File: src/rtl/packet_filter_ctrl.sv
// packet_filter_ctrl: sequencer between the packet_filter register map and the BPF core.
// Builds 64-bit instructions from inst_low/inst_high writes, gates the core with a safe
// drain on stop, and keeps the dropped-packet status counter.
module packet_filter_ctrl #(
    parameter int CODE_ADDR_WIDTH = 10,
    parameter int DROP_CNT_WIDTH  = 16
) (
    input  logic                       axi_aclk,
    input  logic                       axi_aresetn,
    input  logic                       control_start,
    input  logic [31:0]                inst_low_value,
    input  logic                       inst_low_strobe,
    input  logic [31:0]                inst_high_value,
    input  logic                       inst_high_strobe,
    output logic                       inst_wr_en,
    output logic [CODE_ADDR_WIDTH-1:0] inst_wr_addr,
    output logic [63:0]                inst_wr_data,
    output logic [CODE_ADDR_WIDTH:0]   code_len,
    output logic                       filter_run,
    input  logic                       filter_idle,
    input  logic                       pkt_drop,
    output logic [DROP_CNT_WIDTH-1:0]  status_num_packets_dropped,
    output logic                       load_error
);

    typedef enum logic [1:0] {
        HALTED   = 2'd0,
        RUNNING  = 2'd1,
        DRAINING = 2'd2
    } state_e;

    // A full memory holds exactly 2**CODE_ADDR_WIDTH instructions; loads never wrap.
    localparam logic [CODE_ADDR_WIDTH:0]  FULL_LEN = {1'b1, {CODE_ADDR_WIDTH{1'b0}}};
    localparam logic [CODE_ADDR_WIDTH:0]  LEN_ONE  = 1;
    localparam logic [DROP_CNT_WIDTH-1:0] DROP_ONE = 1;
    localparam logic [DROP_CNT_WIDTH-1:0] DROP_MAX = '1;

    state_e                      state_q, state_d;
    logic                        run_q, run_d;
    logic                        low_valid_q, low_valid_d;
    logic [31:0]                 low_q, low_d;
    logic                        reload_q, reload_d;
    logic [CODE_ADDR_WIDTH:0]    code_len_q, code_len_d;
    logic                        wr_en_q, wr_en_d;
    logic [CODE_ADDR_WIDTH-1:0]  wr_addr_q, wr_addr_d;
    logic [63:0]                 wr_data_q, wr_data_d;
    logic [DROP_CNT_WIDTH-1:0]   drop_q, drop_d;
    logic                        err_q, err_d;

    logic                        halted;
    logic                        have_low;
    logic [31:0]                 low_word;
    logic                        full;
    logic                        do_write;
    logic                        bad_load;
    logic                        go_run;

    // Decode the load request and compute every next-state value for this cycle.
    always_comb begin
        halted   = (state_q == HALTED);
        have_low = inst_low_strobe | low_valid_q;
        low_word = inst_low_strobe ? inst_low_value : low_q;
        full     = !reload_q && (code_len_q == FULL_LEN);
        do_write = halted && inst_high_strobe && have_low && !full;
        bad_load = (!halted && (inst_low_strobe || inst_high_strobe)) ||
                   (halted && inst_high_strobe && (!have_low || full));
        go_run   = halted && control_start && (code_len_q != '0);

        state_d = state_q;
        case (state_q)
            HALTED:   if (go_run)         state_d = RUNNING;
            RUNNING:  if (!control_start) state_d = DRAINING;
            DRAINING: if (filter_idle)    state_d = HALTED;
            default:                      state_d = HALTED;
        endcase
        run_d = (state_d == RUNNING);

        reload_d = reload_q;
        if (do_write) begin
            reload_d = 1'b0;
        end else if (state_q == DRAINING && filter_idle) begin
            reload_d = 1'b1;
        end

        low_valid_d = low_valid_q;
        low_d       = low_q;
        if (do_write) begin
            low_valid_d = 1'b0;
        end else if (halted && inst_low_strobe && !inst_high_strobe) begin
            low_valid_d = 1'b1;
            low_d       = inst_low_value;
        end

        code_len_d = code_len_q;
        wr_addr_d  = wr_addr_q;
        wr_data_d  = wr_data_q;
        wr_en_d    = do_write;
        if (do_write) begin
            code_len_d = reload_q ? LEN_ONE : (code_len_q + LEN_ONE);
            wr_addr_d  = reload_q ? '0 : code_len_q[CODE_ADDR_WIDTH-1:0];
            wr_data_d  = {inst_high_value, low_word};
        end

        err_d = err_q;
        if (bad_load) begin
            err_d = 1'b1;
        end else if (go_run) begin
            err_d = 1'b0;
        end

        drop_d = drop_q;
        if (go_run) begin
            drop_d = pkt_drop ? DROP_ONE : '0;
        end else if (pkt_drop && drop_q != DROP_MAX) begin
            drop_d = drop_q + DROP_ONE;
        end
    end

    // Register FSM state, load bookkeeping and all outputs; reset returns everything to zero.
    always_ff @(posedge axi_aclk or negedge axi_aresetn) begin
        if (!axi_aresetn) begin
            state_q     <= HALTED;
            run_q       <= 1'b0;
            low_valid_q <= 1'b0;
            low_q       <= '0;
            reload_q    <= 1'b0;
            code_len_q  <= '0;
            wr_en_q     <= 1'b0;
            wr_addr_q   <= '0;
            wr_data_q   <= '0;
            drop_q      <= '0;
            err_q       <= 1'b0;
        end else begin
            state_q     <= state_d;
            run_q       <= run_d;
            low_valid_q <= low_valid_d;
            low_q       <= low_d;
            reload_q    <= reload_d;
            code_len_q  <= code_len_d;
            wr_en_q     <= wr_en_d;
            wr_addr_q   <= wr_addr_d;
            wr_data_q   <= wr_data_d;
            drop_q      <= drop_d;
            err_q       <= err_d;
        end
    end

    assign inst_wr_en                 = wr_en_q;
    assign inst_wr_addr               = wr_addr_q;
    assign inst_wr_data               = wr_data_q;
    assign code_len                   = code_len_q;
    assign filter_run                 = run_q;
    assign status_num_packets_dropped = drop_q;
    assign load_error                 = err_q;

endmodule

File: config.mk
export PLATFORM = sky130hd
export DESIGN_NAME = packet_filter_ctrl
export DESIGN_NICKNAME = d
export VERILOG_FILES = /design/src/rtl/packet_filter_ctrl.sv
export SDC_FILE = /design/constraint.sdc
export NUM_CORES = 1
export LEC_CHECK = 0
export CAP_MARGIN = 10
export CORE_UTILIZATION = 32
export CTS_BUF_LIST = sky130_fd_sc_hd__clkbuf_4 sky130_fd_sc_hd__clkbuf_8 sky130_fd_sc_hd__clkbuf_16
export DETAILED_ROUTE_END_ITERATION = 12
export HOLD_SLACK_MARGIN = 0.12
export SKIP_CTS_REPAIR_TIMING = 1
export SLEW_MARGIN = 25
export SYNTH_ARGS = -nofsm -noshare
export SYNTH_HDL_FRONTEND = slang
export SYNTH_SLANG_ARGS = --single-unit
File: constraint.sdc
create_clock -name axi_aclk -period 5.55 [get_ports axi_aclk]
set_input_delay 0.555 -clock axi_aclk [delete_from_list [all_inputs] [get_ports axi_aclk]]
set_output_delay 0.555 -clock axi_aclk [all_outputs]
set_load 0.01 [all_outputs]
== After elaboration in Yosys (flattened, before gate mapping) ==
Index checks and enable logic that the tools add are counted.

* Register bits: 140
* Output and inout port bits: 104
* Logic and storage cells: 63

* Add/sub/neg operators: 2
* Equality and inequality tests: 5
* Multiplexer cells: 16
* Bitwise logic cells: 2
* Reduce and logical (&&, ||, !) cells: 27

{| class="wikitable"
|+ Operator list
! kind !! count
|-
| 16-bit 2-to-1 mux || 2
|-
| 32-bit 2-to-1 mux || 1
|-
| 16-bit by 1-bit adder with 16-bit output, second input constant || 1
|-
| 16-bit != test, second input constant || 1
|-
| 1-bit logical AND || 12
|-
| 11-bit by 1-bit adder with 11-bit output, second input constant || 1
|-
| 11-bit equality test, second input constant || 1
|-
| 11-bit 2-to-1 mux || 1
|-
| 11-bit nonzero test || 1
|-
| 10-bit 2-to-1 mux || 1
|-
| 2-bit nonzero test || 4
|-
| 1-bit 2-to-1 mux || 7
|-
| 2-bit 2-to-1 mux || 3
|-
| 2-bit one-hot mux with 3 select lines || 1
|-
| 1-bit logical NOT || 5
|-
| 2-bit by 1-bit equality test with 1-bit output, second input constant || 2
|-
| 1-bit logical OR || 3
|-
| 2-bit equality test, second input constant || 1
|-
| 2-bit logical NOT || 1
|-
| 2-bit AND reduction || 1
|-
| 1-bit NOT || 1
|-
| 1-bit OR || 1
|}

== Depth between registers and ports, before layout ==
Gate-level depths: netlist of the first run.

* Depth after elaboration: 6
* Mapped depth: 9

== Worst setup path after synthesis of the first run ==
OpenSTA, ideal clock, no wires.

* Path type: reg2reg
* Start point: register code_len_q[0], in the netlist code_len[0]
* End point: register wr_data_q[32], in the netlist inst_wr_data[32]
* Setup time: 0.125 ns
* Arrival: 1.838 ns
* Data required time: 5.425 ns
* Slack: 3.587 ns
* Stages on the path, launching flop included: 8
* Clock period less this slack: 1.963 ns
* Path through: dfrtp_1 > inv_1 > ha_1 > nor3b_1 > nand4_1 > o21bai_4 > buf_4 > mux2_2

* Longest elaborated chain between the ends: 4

{| class="wikitable"
|+ RTL lines
! item !! line !! RTL
|-
| from (decl) || 43 || <nowiki>logic [CODE_ADDR_WIDTH:0] code_len_q, code_len_d;</nowiki>
|-
| from (signal assigned) || 139 || <nowiki>code_len_q <= code_len_d;</nowiki>
|-
| 11-bit equality test || 63 || <nowiki>full = !reload_q && (code_len_q == FULL_LEN);</nowiki>
|-
| 1-bit logical AND || 63 ||
|-
| 1-bit logical NOT || 64 || <nowiki>do_write = halted && inst_high_strobe && have_low && !full;</nowiki>
|-
| 1-bit logical AND || 64 ||
|-
| to (signal assigned) || 142 || <nowiki>wr_data_q <= wr_data_d;</nowiki>
|-
| to (decl) || 46 || <nowiki>logic [63:0] wr_data_q, wr_data_d;</nowiki>
|}

Every way passes these cells.
A chain may end at the register's enable or synchronous reset.

== Worst setup path after layout of the first run ==
* Start point: register code_len_q[1], in the netlist code_len[1]
* End point: register wr_data_q[48], in the netlist inst_wr_data[48]

The elaborated chain is that of the path after synthesis.

==> run summary, run 1 <==
Run status: finished clean
Worst Setup Slack, final: 2.47 ns
Final period utilization: 55.5%
Sequential area share after synthesis: 57.9%
Root buf cell: clkbuf_16
Die Footprint: 0.0195 mm²
DRT iter0 DRCs: 112
CP Buf/Inv Count: 2
IO Count: 175
Detailed placement HPWL: 9.36 mm
Syn. warnings: 0
Slew HR: 46.3%
Post-DP Area: 0.00796 mm²
R2R Setup Slk: 2.47 ns
Post-synth top area share: 57.9%
Global-route usage over all layers: 14.7%
First-pass GRT wire length: 22.8 mm
Area leader, netlist: dfrtp_1
Core box area: 0.0183 mm²
Final min period: 3.08 ns
Synthesized area: 0.00605 mm²
TritonCTS clock tree: done
Top post-synthesis cells by count: dfrtp_1 (140), mux2_2 (65), o21ai_0 (58)
Routed wire length: 13.7 mm
Synth Register Bits: 140
EDFF count, synth: 0
RSZ-0062 raised after global routing: no
TritonCTS Buffers: 17
Crit start category: register
Synthesized instance count: 515
Max stage delay on crit path: 0.61 ns
Critical setup path kind: register to register
Row count: 49
Leakage: 3.60 nW
Average cell area after synthesis: 11.7 µm²
Routed vias: 4506
PortBufs: 174
Latest clock arrival within the worst-skew pair: 0.41 ns
Global route overflow: 0
Class of the worst hold path: input port to async pin
Fin. Hold Viols: 0
Max Clock Skew: 0.00858 ns
Max Slew Vio Count: 0
Fmax: 0.325 GHz
Vias in the first global route: 4577
Max-cap violations: 0
Post-Syn Nets: 589
Kind of end point of the critical path: register
Routed WL per cell: 14.8 µm
Unique masters post-synth: 46
CP arrival: 3.37 ns
Area of the multi-input gates: 0.00237 mm²
Design area: 0.00856 mm²
CP max-delay cell: buf_6
Htree depth: 4
Largest net degree at the start of global routing: 102
Antenna viol nets, final: 0
Main area contributors after synthesis: dfrtp_1 (58%), mux2_2 (12%), mux2i_1 (5.8%)
WP data required: 5.84 ns
Async SR Flop Fraction: 100%
Count leader, synth: dfrtp_1
Ant. Diodes: 0
Clk sinks: 140
Register area: 0.00350 mm²
Antenna violations before repair: 0
First drt pass iteration count: 4
Max IR drop VDD: 0.000223 V
NumNets Final: 758
CP top delay family: buffers and inverters
Final setup vio count: 0
Placer Congestion: 0.777
Worst-Margin Slew: 0.805 ns
Pwr dens: 497 mW/mm²
Setup WS pre-CTS: 2.25 ns
Synth Flop Type: dfrtp_1
Residual DRC count: 0
Die X: 139 µm
Final TNS setup: 0 ns
Bufs on Longest Clock Path: 2
CP cell instances: inv_1 -> ha_1 -> nor3b_1 -> nand4_1 -> o21bai_4 -> buf_6 -> mux2_2
Layout cells sized above 1: 15.8%
Vias/cell: 4.87
Area grow syn2layout: 41.5%
Filler instances: 1657
Clock-pin transition on the worst setup and hold timing paths: 0.06 ns
CP Max Fanout: 101
Initial Util: 33.1%
Die Span Y: 139 µm
through the flow:
step	hold WS (ns)	instances	total power, mW	utilization, %
6_report	0.169	926	4.25	46.8
5_1_grt	0.215	926	4.54	46.8
4_1_cts	0.192	926	4.32	46.8
3_5_place_dp	0.470	894	3.21	43.6
3_3_place_gp	0.466	894	3.15	43.6
2_1_floorplan	0.259	515	2.42	-
worst register-to-register path, stage by stage (launching register included):
cell	delay, ns
dfrtp_1	0.43
inv_1	0.13
ha_1	0.17
nor3b_1	0.29
nand4_1	0.25
o21bai_4	0.55
buf_6	0.62
mux2_2	0.52
metal layers:
metal | routed length [µm] | part of all wire [%] | track usage [%] | vias to the layer above
met2 | 6260 | 46 | 22.9 | 141
met3 | 1050 | 7.6 | 5.23 | 13
li1 | - | - | - | 2151
met1 | 6240 | 45 | 19.0 | 2201
met5 | 0 | 0 | 0 | -
met4 | 174 | 1.3 | 5.09 | 0
cells in the final DEF, fill, tap and decap left out, drive strengths merged, types with 7 or more instances in the layout:
| master | instances |
|---|---|
| clkbuf | 22 |
| clkdlybuf4s50 | 172 |
| dfrtp | 140 |
| inv | 11 |
| mux2 | 65 |
| mux2i | 35 |
| nand2 | 56 |
| nand2b | 10 |
| nand3 | 8 |
| nand4 | 7 |
| nor2 | 29 |
| nor3 | 13 |
| o21ai | 59 |
area by class of cell:
type                    count  share of cell area, %
clock buffers              22                   5.78
well taps                 229                   3.35
repair buffers            178                   20.7
multi-input cells         336                   27.7
flip-flops and latches    140                   40.9
clock inverters            10                   1.04
inverters                  11                  0.483
flip-flops by register name, summed over array words and instances, names as in the netlist:
name and cells:
filter_run 1, code_len 11, load_error 1, inst_wr_data 64
low_valid_q 1, state_q 2, inst_wr_en 1, reload_q 1
status_num_packets_dropped 16, low_q 32, inst_wr_addr 10
where the power goes:
group          total (mW)  switching [mW]  internal (mW)
Sequential           1.70           0.270           1.43
Combinational        1.47           0.600          0.869
Clock                1.09           0.415          0.673
kinds of logic after synthesis:
group | Yosys count | synth area share, %
fa+ha+maj | 3 | 0.621
compound gates | 88 | 8.55
simple gates | 138 | 10.9
buf+inv | 39 | 3.12
mux | 100 | 17.9
xor+xnor | 7 | 1.01
flops | 140 | 57.9
worst paths after layout:
kind,startpoint,cells past startpoint,endpoint
worst max-delay path,code_len[1],7,inst_wr_data[48]
worst min-delay path,axi_aresetn,1,inst_wr_data[53]
worst max register to register,code_len[1],7,inst_wr_data[48]
worst min register to register,inst_wr_data[2],2,inst_wr_data[2]
max in group asynchronous,axi_aresetn,2,code_len[5]
min in group axi_aclk,inst_wr_data[2],2,inst_wr_data[2]
(Power assumes the default switching activity.)
==> run 2, diff against run 1 <==
==> constraint.sdc (replaced) <==
create_clock -name axi_aclk -period 3.1 [get_ports axi_aclk]
set_input_delay 0.31 -clock axi_aclk [delete_from_list [all_inputs] [get_ports axi_aclk]]
set_output_delay 0.31 -clock axi_aclk [all_outputs]
set_load 0.01 [all_outputs]
==> run 2 against run 1 <==
- maximum frequency grew 27%
- combinational power grew 80%
- final area grew 0.69%
- total power rose by 83%
- global-route usage rose by 0.62 points
- worst hold slack better by 0.31 ns
- worst setup slack got worse by 1.8 ns
- first-iteration DRC count increased by 35%
- critical path type unchanged
- critical endpoint is now inst_wr_data[38]
==> run summary, run 2 (same netlist as run 1, synthesis figures left out) <==
Run status: finished clean
Kind of end point of the critical path: register
CP arrival: 2.72 ns (-0.65 ns)
CP Max Fanout: 58 (-43%)
Layout cells sized above 1: 15.8% (-0.023 points)
Global route overflow: 0 (unchanged)
First-pass GRT wire length: 23.6 mm (+3.6%)
Final period utilization: 78.2% (+23 points)
TritonCTS clock tree: done
TritonCTS Buffers: 17 (unchanged)
Vias/cell: 4.89 (+0.40%)
Crit start category: register
Max IR drop VDD: 0.000397 V (+78%)
Placer Congestion: 0.779 (+0.32%)
PortBufs: 174 (unchanged)
Net Sw Power: 2.30 mW (+79%)
Routed WL per cell: 15.3 µm (+3.0%)
RSZ-0062 raised after global routing: no
Critical R2R Capture: inst_wr_data[38]
Most frequent cells in the layout: clkdlybuf4s50_1 (172), dfrtp_1 (140), mux2_2 (65)
DRT iter0 DRCs: 151 (+35%)
Routed wire length: 14.2 mm (+3.2%)
Fin. Hold Viols: 0 (unchanged)
Worst Hold End: inst_wr_addr[2]
NumNets Final: 761 (+0.40%)
Leakage: 3.64 nW (+1.0%)
Core box area: 0.0183 mm² (unchanged)
Latest clock arrival within the worst-skew pair: 0.41 ns (about the same)
Max Slew Vio Count: 0 (unchanged)
Routed vias: 4529 (+0.51%)
Hold path depth: 2
Final setup vio count: 0 (unchanged)
WP data required: 3.39 ns (-2.45 ns)
Detailed placement HPWL: 9.48 mm (+1.3%)
Die Footprint: 0.0195 mm² (unchanged)
Max stage delay on crit path: 0.53 ns (-0.08 ns)
Area grow syn2layout: 42.5%
P_int: 5.48 mW (+84%)
Global-route usage over all layers: 15.3% (+0.62 points)
CP top delay family: buffers and inverters
Die X: 139 µm (unchanged)
CP Buf/Inv Count: 2 (unchanged)
Most common cell after layout, fill and taps aside: clkdlybuf4s50_1
Clk sinks: 140 (unchanged)
Pwr dens: 903 mW/mm² (+81%)
Ant. Diodes: 0 (unchanged)
Max Clock Skew: 0.00907 ns (+0.000493 ns)
Critical setup path kind: register to register
Class of the worst hold path: register to register
Net Sw Frac: 29.6% (-0.64 points)
Antenna violations before repair: 0 (unchanged)
Max-cap violations: 0 (unchanged)
Row count: 49 (unchanged)
Bufs on Longest Clock Path: 2 (unchanged)
Slew HR: 48.4% (+2.1 points)
Combinational Power Share: 34.0% (-0.5 points)
Vias in the first global route: 4727 (+3.3%)
IO Count: 175 (unchanged)
First drt pass iteration count: 4 (unchanged)
Antenna viol nets, final: 0 (unchanged)
Residual DRC count: 0 (unchanged)
Fmax: 0.413 GHz (+27%)
Final Core Density: 47.2% (+0.32 points)
Final min period: 2.42 ns (-0.656 ns)
R2R Setup Slk: 0.68 ns (-1.79 ns)
Clock share of power: 26.7% (+1.1 points)
Largest register FFs: 64 (unchanged)
Clock-pin transition on the worst setup and hold timing paths: 0.06 ns (about the same)
CP cell instances: inv_1 -> ha_1 -> nor3b_1 -> nand4_1 -> o21bai_4 -> buf_4 -> mux2_2
Largest net degree at the start of global routing: 78 (-24%)
Worst r2r src: code_len[0]
Initial Util: 33.1% (unchanged)
CP max-delay cell: buf_4
FF-to-FF path depth: 7 (unchanged)
Final TNS setup: 0 ns (unchanged)
Htree depth: 4 (unchanged)
Die Span Y: 139 µm (unchanged)
Hold_sp: inst_wr_addr[2]
Part of the power in registers: 39.2% (-0.7 points)
Worst-Margin Slew: 0.774 ns (-0.0315 ns)
Root buf cell: clkbuf_16
==> run 2: cell type report <==
class,count,area [µm²]
Tap cell,229,287
Multi-Input combinational cell,336,2370
Clock buffer,24,497
Timing Repair Buffer,181,1810
Fill cell,1709,9660
Clock inverter,6,111
Sequential cell,140,3500
Inverter,11,41.3
==> run 2: worst min-delay path, stage by stage (launching register included) <==
cell and delay [ns]:
dfrtp_1 0.33, nand2_1 0.05, o21ai_0 0.06
==> run 2: worst max path at each step <==
stage,slack [ns],from,endpoint,cells after the start
CTS,0.62,code_len[0],inst_wr_data[38],7
global route,0.48,code_len[0],inst_wr_data[38],7
floorplan,1.14,code_len[0],inst_wr_data[32],7
global placement,0.75,code_len[0],inst_wr_data[35],7
finish,0.68,code_len[0],inst_wr_data[38],7
detailed placement,0.64,code_len[0],inst_wr_data[38],7
==> run 2: power by group through the flow <==
stage               clock, mW  sequential, mW  combinational [mW]
detailed placement          0            3.09                2.67
global route             2.22            3.17                2.89
global placement            0            3.04                2.61
floorplan                   0            3.17                1.17
CTS                      2.15            3.06                2.68
finish                   2.08            3.05                2.64
==> run 2: through the flow <==
stage               cell area (µm²)  worst slack (ns)  std cells  power [mW]  hold WS, ns
detailed placement             7990             0.641        896        5.76        0.400
floorplan                      6050              1.14        515        4.34       0.0144
global placement               7990             0.746        896        5.65        0.383
global route                   8610             0.482        927        8.27        0.496
CTS                            8600             0.625        926        7.90      -0.0507
finish                         8610             0.677        927        7.77        0.477
==> run 2: metal layers <==
layer  vias to the layer above  track usage, %  share of wire (%)
met5                         -               0                  0
met4                         0            5.73                1.2
met3                        16            5.20                7.2
met2                       140            24.7                 47
met1                      2215            19.0                 45
li1                       2158               -                  -
==> run 3, diff against run 2 <==
==> constraint.sdc (replaced) <==
create_clock -name axi_aclk -period 2.3 [get_ports axi_aclk]
set_input_delay 0.23 -clock axi_aclk [delete_from_list [all_inputs] [get_ports axi_aclk]]
set_output_delay 0.23 -clock axi_aclk [all_outputs]
set_load 0.01 [all_outputs]
==> run 3 against run 2 <==
- clock power grew 50%
- sequential share of layout area down 0.95 points
- critical path type unchanged
- highest routed layer unchanged
- critical endpoint is now inst_wr_data[1]
- final area is 2.4% higher
- via count rose by 0.26%
- global-route usage rose by 0.47 points
- worst hold slack got worse by 0.13 ns
- sequential cell count stayed put
==> run summary, run 3 (same netlist as run 1, synthesis figures left out) <==
Antenna viol nets, final: 0 (unchanged)
Post-DP Area: 0.00812 mm² (+1.6%)
Critical R2R Capture: inst_wr_data[1]
Routed wire length: 14.5 mm (+2.7%)
Residual DRC count: 0 (unchanged)
First drt pass iteration count: 4 (unchanged)
Clock share of power: 28.5% (+1.8 points)
Leakage: 3.76 nW (+3.2%)
Crit start category: register
Largest register FFs: 64 (unchanged)
Most common cell after layout, fill and taps aside: clkdlybuf4s50_1
Die Footprint: 0.0195 mm² (unchanged)
R2R Setup Slk: 0.15 ns (-0.53 ns)
Ant. Diodes: 0 (unchanged)
Final TNS setup: 0 ns (unchanged)
Largest net degree at the start of global routing: 64 (-18%)
Setup WS pre-CTS: -0.00693 ns (-0.648 ns)
DRT iter0 DRCs: 145 (-4.0%)
Fmax: 0.464 GHz (+12%)
Worst r2r src: code_len[1]
Net Sw Frac: 29.2% (-0.32 points)
Most frequent cells in the layout: clkdlybuf4s50_1 (172), dfrtp_1 (140), mux2_2 (65)
Final period utilization: 93.7% (+16 points)
Critical setup path kind: register to register
Die Span Y: 139 µm (unchanged)
Core box area: 0.0183 mm² (unchanged)
Vias/cell: 4.83 (-1.2%)
Worst-Margin Slew: 0.683 ns (-0.0904 ns)
Design Power: 10.9 mW (+40%)
Placed Cells: 908 (+1.3%)
Max Clock Skew: 0.0105 ns (+0.00142 ns)
Row count: 49 (unchanged)
Design area: 0.00882 mm² (+2.4%)
WP data required: 2.62 ns (-0.77 ns)
First-pass GRT wire length: 24.5 mm (+3.5%)
Bufs on Longest Clock Path: 2 (unchanged)
CP Max Fanout: 42 (-28%)
Final Core Density: 48.3% (+1.1 points)
NumNets Final: 773 (+1.6%)
Slew HR: 54.4% (+6.0 points)
Detailed placement HPWL: 9.92 mm (+4.6%)
Non-Filler Instances: 941 (+1.5%)
Initial Util: 33.1% (unchanged)
Routed vias: 4541 (+0.26%)
Antenna violations before repair: 0 (unchanged)
Run status: finished clean
Combinational Power Share: 34.5% (+0.5 points)
Clock-pin transition on the worst setup and hold timing paths: 0.06 ns (about the same)
Max-cap violations: 0 (unchanged)
Vias in the first global route: 4813 (+1.8%)
Max IR drop VDD: 0.000626 V (+58%)
Pwr dens: 1240 mW/mm² (+37%)
Final min period: 2.15 ns (-0.269 ns)
Final setup vio count: 0 (unchanged)
TritonCTS clock tree: done
Clk sinks: 140 (unchanged)
Htree depth: 4 (unchanged)
Max Slew Vio Count: 0 (unchanged)
Net Sw Power: 3.19 mW (+39%)
Layout cells sized above 1: 17.6% (+1.8 points)
IO Count: 175 (unchanged)
Latest clock arrival within the worst-skew pair: 0.41 ns (about the same)
Part of the power in registers: 37.0% (-2.2 points)
Area grow syn2layout: 45.9%
Root buf cell: clkbuf_16
Global route overflow: 0 (unchanged)
TritonCTS Buffers: 17 (unchanged)
P_int: 7.72 mW (+41%)
Worst Setup Slack, final: 0.145 ns (-0.531 ns)
Routed WL per cell: 15.5 µm (+1.2%)
Kind of end point of the critical path: register
Placer Congestion: 0.811 (+4.1%)
Hold WS: 0.350 ns (-0.127 ns)
FF-to-FF path depth: 9 (+2)
Class of the worst hold path: input port to async pin
Global-route usage over all layers: 15.8% (+0.47 points)
CP arrival: 2.47 ns (-0.25 ns)
Die X: 139 µm (unchanged)
PortBufs: 174 (unchanged)
Fin. Hold Viols: 0 (unchanged)
## run 3: worst max path at each step
stage                            from                            end  slack (ns)  cells after the start
final                     code_len[1]                inst_wr_data[1]        0.15                      9
after global routing      code_len[1]                inst_wr_data[1]       -0.02                      9
after CTS                 code_len[1]  status_num_packets_dropped[0]        0.01                      6
after detailed placement  code_len[1]  status_num_packets_dropped[0]      -0.007                      6
after global placement    code_len[1]  status_num_packets_dropped[0]        0.10                      6
after floorplan           code_len[0]               inst_wr_data[32]        0.34                      7
## run 3: critical path, stage by stage, from the launching register on
cell and delay (ns):
dfrtp_1 0.43, inv_1 0.12, ha_1 0.19, nor3b_2 0.23
nand4_1 0.21, o21bai_4 0.23, buf_12 0.24, buf_4 0.25
nand2_1 0.08, o21ai_0 0.08
## run 3: power groups by stage
stage,Clock [mW],Combinational [mW],Sequential [mW]
floorplan,0,1.57,4.28
global placement,0,3.70,4.02
CTS,3.19,3.80,4.05
detailed placement,0,3.79,4.08
finish,3.11,3.76,4.04
global route,3.29,4.11,4.19
## run 3: metal layers
metal	share of wire, %	vias to the layer above	global-route usage [%]
li1	-	2185	-
met1	45	2185	19.8
met2	47	154	25.1
met3	7.5	17	5.64
met4	1.3	0	5.67
met5	0	-	0
## run 3: layout make-up
cell class | instances | area [µm²]
Fill cell | 1644 | 9450
Sequential cell | 140 | 3500
Multi-Input combinational cell | 336 | 2370
Timing Repair Buffer | 193 | 1940
Clock buffer | 22 | 494
Tap cell | 229 | 287
Clock inverter | 10 | 183
Inverter | 11 | 41.3
==> RTL change 1 (settings of run 3) <==
The parameter `DROP_CNT_WIDTH` goes from 16 to 32.
--- a/src/rtl/packet_filter_ctrl.sv
+++ b/src/rtl/packet_filter_ctrl.sv
@@ -3,7 +3,7 @@
 // drain on stop, and keeps the dropped-packet status counter.
 module packet_filter_ctrl #(
     parameter int CODE_ADDR_WIDTH = 10,
-    parameter int DROP_CNT_WIDTH  = 16
+    parameter int DROP_CNT_WIDTH  = 32
 ) (
     input  logic                       axi_aclk,
     input  logic                       axi_aresetn,
Interface: changed (resized status_num_packets_dropped); port bits go from 175 to 191. No check against the original RTL was run, so the function may have changed too.
==> RTL change 1 against run 3 <==
- design area increased by 15%
- worst setup slack improved by 0.026 ns
- synthesized area grew 16%
- wire length increased by 30%
- sequential cell count grew 16
- clock power down 3%
- power is 1.1% higher
- first-iteration DRC count increased by 90%
- sequential power grew 5%
- worst hold slack got worse by 0.17 ns
- critical endpoint is now status_num_packets_dropped[21]$_DFFE_PN0P_
- highest routed layer unchanged
==> RTL change 1: results (changes against run 3) <==
Parameter                              Value

Routing
  Average vias per placed instance    4.927 (+2.1%)
  Via count    5853 (+29%)
  Avg WL per Cell    15.90 µm (+2.9%)
  Number of DRC violations after detailed-routing iteration 0    275 (+90%)
  Total length of routed met3 wires    1743 µm (+60%)
  DRT met1 WL    8052 µm (+24%)
  Routed length on met2    8854 µm (+31%)

Yosys
  Adder and majority gate portion of the synthesized area    0.005363 (-0.0008444)
  Xor/xnor cell area share of the yosys netlist    0.01251 (+0.002375)
  Synthesized-area fraction occupied by ao, oa, aoi and oai cells    0.1037 (+0.01823)
  Avg Cell Area, Syn    10.20 µm² (-13%)
  Synthesized netlist net count    760 (+29%)
  Most frequent cells after synthesis    179 x sky130_fd_sc_hd__nand2_1, 156 x sky130_fd_sc_hd__dfrtp_1, 61 x sky130_fd_sc_hd__o21ai_0, 33 x sky130_fd_sc_hd__mux2i_1, 32 x sky130_fd_sc_hd__mux2_2
  Mux contribution to synthesized area    0.09868 (-0.08030)
  Largest cells by area after synthesis    sky130_fd_sc_hd__dfrtp_1 56%, sky130_fd_sc_hd__nand2_1 9.6%, sky130_fd_sc_hd__mux2_2 5.1%

Layout
  Fillers    1999 (+22%)
  Fraction of final layout cells sized beyond drive strength 1    0.1325 (-0.04303)
  # nets final    974 (+26%)

Critical path
  Critical path data arrival time    2.43 ns (-0.04 ns)
  Worst setup slack for register-to-register paths    0.17 ns (+0.03 ns)
  FF-to-FF path depth    7 (-2)
  Slowest stage cell, crit path    sky130_fd_sc_hd__nor4_4
  CP max stage delay    0.40 ns (-0.03 ns)
  Startpoint of the most critical setup path    status_num_packets_dropped[0]$_DFFE_PN0P_
  CP Max Fanout    15 (-64%)
  Worst path top cell family by delay    simple AND/OR/NAND/NOR gates
  Endpoint of the worst-slack reg-to-reg timing path    status_num_packets_dropped[21]$_DFFE_PN0P_

Timing
  Max Fclk    0.4698 GHz (+1.2%)
  Hold slack final    0.1779 ns (-0.1717 ns)
  Worst clock skew on the final layout    0.01256 ns (+0.002077 ns)

CTS
  Maximum buffer depth of the clock tree    2 (unchanged)

GRT
  Met2 track demand over resource in global routing    0.2771 (+0.02583)
  Met1 Track Usage GR    0.2226 (+0.02469)
  Aggregate global-route resource usage    0.1769 (+0.01885)
  Routing usage on met3    0.06768 (+0.01125)

Placed design
  Pre-CTS worst setup slack    0.1914 ns (+0.1984 ns)
  Placed cells    1154 (+27%)
  Final weighted congestion in routability-driven placement    0.8042 (-0.85%)
  IO Port Bufs    190 (+9.2%)
  Placement Cell Area    9504 µm² (+17%)
  HPWL after DPL    13650 µm (+38%)

Status
  Run status    finished clean

Power and ir drop
  Proportion of power drawn by flip-flops and latches    0.385 (+0.015)
  Static power due to leakage    0.004407 µW (+17%)
  Flop+latch power    4240 µW (+5%)
  Clock network fraction of total power    0.274 (-0.011)
  Maximum ir drop on the vdd rail    0.0006176 V (-1.3%)
## RTL change 1: cell count changes in the layout (fill, tap and decap cells not counted), sizes merged, moves of 6 or more
cell | run 3 | this run
nand3 | 8 | 19
buf | 20 | 44
dfrtp | 140 | 156
nand2b | 10 | 1
mux2 | 65 | 32
or4 | 0 | 9
a21oi | 4 | 15
nor3 | 13 | 5
nor4 | 1 | 7
nand2 | 56 | 179
nand4 | 7 | 13
clkdlybuf4s50 | 172 | 188
## RTL change 1: cell type report
type | instances | area (µm²) | area share
Clock buffer | 18 | 432.9 | 0.04264
Sequential cell | 156 | 3904 | 0.3845
Clock inverter | 14 | 193.9 | 0.01910
Timing Repair Buffer | 233 | 2349 | 0.2313
Inverter | 8 | 30.03 | 0.002957
Multi-Input combinational cell | 484 | 2900 | 0.2856
Tap cell | 275 | 344.1 | 0.03389
==> RTL change 2 (settings of run 3) <==
Made on the original files. Encoding of `state_e`: now one-hot (3 bits for 3 states).
--- a/src/rtl/packet_filter_ctrl.sv
+++ b/src/rtl/packet_filter_ctrl.sv
@@ -23,10 +23,10 @@
     output logic                       load_error
 );
 
-    typedef enum logic [1:0] {
-        HALTED   = 2'd0,
-        RUNNING  = 2'd1,
-        DRAINING = 2'd2
+    typedef enum logic [2:0] {
+        HALTED   = 3'b001,
+        RUNNING  = 3'b010,
+        DRAINING = 3'b100
     } state_e;
 
     // A full memory holds exactly 2**CODE_ADDR_WIDTH instructions; loads never wrap.
Behaviour: no difference found for any inputs over 4 cycles, from zero or initial values and one cycle with axi_aresetn low; so few cycles prove little.
==> RTL change 2 against run 3 <==
- synthesized cell count grew 0.78%
- largest cell class unchanged
- critical path type unchanged
- sequential cell count grew 1
- power shrank 0.72%
- synthesized area grew 2.6%
- design area grew 2.1%
- worst setup slack lost 0.036 ns
- clock power shrank 9.3%
- wire length grew 9.1%
==> RTL change 2: results (changes against run 3) <==
Parameter                              Value

Status
  Run status    finished clean

Yosys
  Adder and majority gate portion of the synthesized area    0.006047 (-0.0001602)
  Synthesized-area fraction occupied by ao, oa, aoi and oai cells    0.1397 (+0.05424)
  Largest cells by area after synthesis    sky130_fd_sc_hd__dfrtp_1 56%, sky130_fd_sc_hd__o21ai_0 8.0%, sky130_fd_sc_hd__mux2_2 6.0%
  Fraction of the yosys area taken by sequential cells    0.5686 (-0.01071)
  Xor/xnor cell area share of the yosys netlist    0.001411 (-0.008728)
  Synthesized netlist net count    593 (+0.68%)

Timing
  Clock period minus final worst setup slack    2.190 ns (+0.03559 ns)
  Worst clock skew on the final layout    0.009134 ns (-0.001353 ns)

Power and ir drop
  Static power due to leakage    0.003723 µW (-0.90%)

GRT
  Initial antenna violation count    1 (+1)
  Aggregate global-route resource usage    0.1680 (+0.009933)
  Number of global-route vias before repair    4930 (+2.4%)
  First-pass GRT wire length    26100 µm (+6.7%)

Layout
  # nets final    778 (+0.65%)
  Number of standard cells in the final layout excluding fillers    976 (+3.7%)
  Fillers    1687 (+2.6%)
  Fraction of final layout cells sized beyond drive strength 1    0.1552 (-0.02032)

Placed design
  Placement Cell Area    8386 µm² (+3.3%)
  Final weighted congestion in routability-driven placement    0.8749 (+7.9%)
  Pre-CTS worst setup slack    0.05190 ns (+0.05883 ns)
  HPWL after DPL    11060 µm (+11%)

Critical path
  Slowest stage cell, crit path    sky130_fd_sc_hd__dfrtp_2
  CP Max Fanout    21 (-50%)
  Worst setup slack for register-to-register paths    0.11 ns (-0.04 ns)
  CP max stage delay    0.40 ns (-0.03 ns)

Routing
  DRT met1 WL    6967 µm (+7.4%)
  Average vias per placed instance    4.919 (+1.9%)
  Routed length on met2    7780 µm (+15%)
  Avg WL per Cell    16.24 µm (+5.1%)
RTL change 2: where the power goes:
part / total [µW] / leakage [µW] / internal (µW) / switching [µW]
registers: 4050 / 0.00175 / 3490 / 562
logic: 3950 / 0.00168 / 2260 / 1700
clock network: 2820 / 0.000296 / 1830 / 996
RTL change 2: kinds of logic after synthesis:
logic type | after synthesis
AOI/OAI and AO/OA | 151
xor gates and xnor gates | 1
adders and majority gates | 3
buffers and inverters | 46
DFF | 141
muxes | 97
and+or+nand+nor | 80
RTL change 2: area by class of cell:
type | count | area, µm² | area share
timing repair buffer | 204 | 2041 | 0.2266
sequential | 141 | 3532 | 0.3921
antenna | 1 | 2.502 | 0.0002778
clock buffer | 24 | 496.7 | 0.05515
multi-input combinational | 332 | 2470 | 0.2742
tap | 260 | 325.3 | 0.03612
inverter | 8 | 30.03 | 0.003334
clock inverter | 6 | 110.1 | 0.01222
RTL change 2: worst paths after layout:
kind | start | to | depth (start not counted)
setup / recovery | code_len[0]$_DFFE_PN0P_ | inst_wr_data[52]$_DFFE_PN0P_ | 7
hold / removal | inst_low_strobe | low_valid_q$_DFFE_PN0P_ | 4
setup reg to reg | code_len[0]$_DFFE_PN0P_ | inst_wr_data[52]$_DFFE_PN0P_ | 7
hold reg to reg | inst_wr_data[44]$_DFFE_PN0P_ | inst_wr_data[44]$_DFFE_PN0P_ | 1
max in group asynchronous | axi_aresetn | code_len[1]$_DFFE_PN0P_ | 3
min in group asynchronous | axi_aresetn | inst_wr_data[40]$_DFFE_PN0P_ | 2
RTL change 2: metal layers:
layer | GRT usage | vias up
met5 | 0 | -
met4 | 0.04348 | 0
met3 | 0.04961 | 11
met2 | 0.2777 | 138
met1 | 0.2148 | 2368
li1 | - | 2284
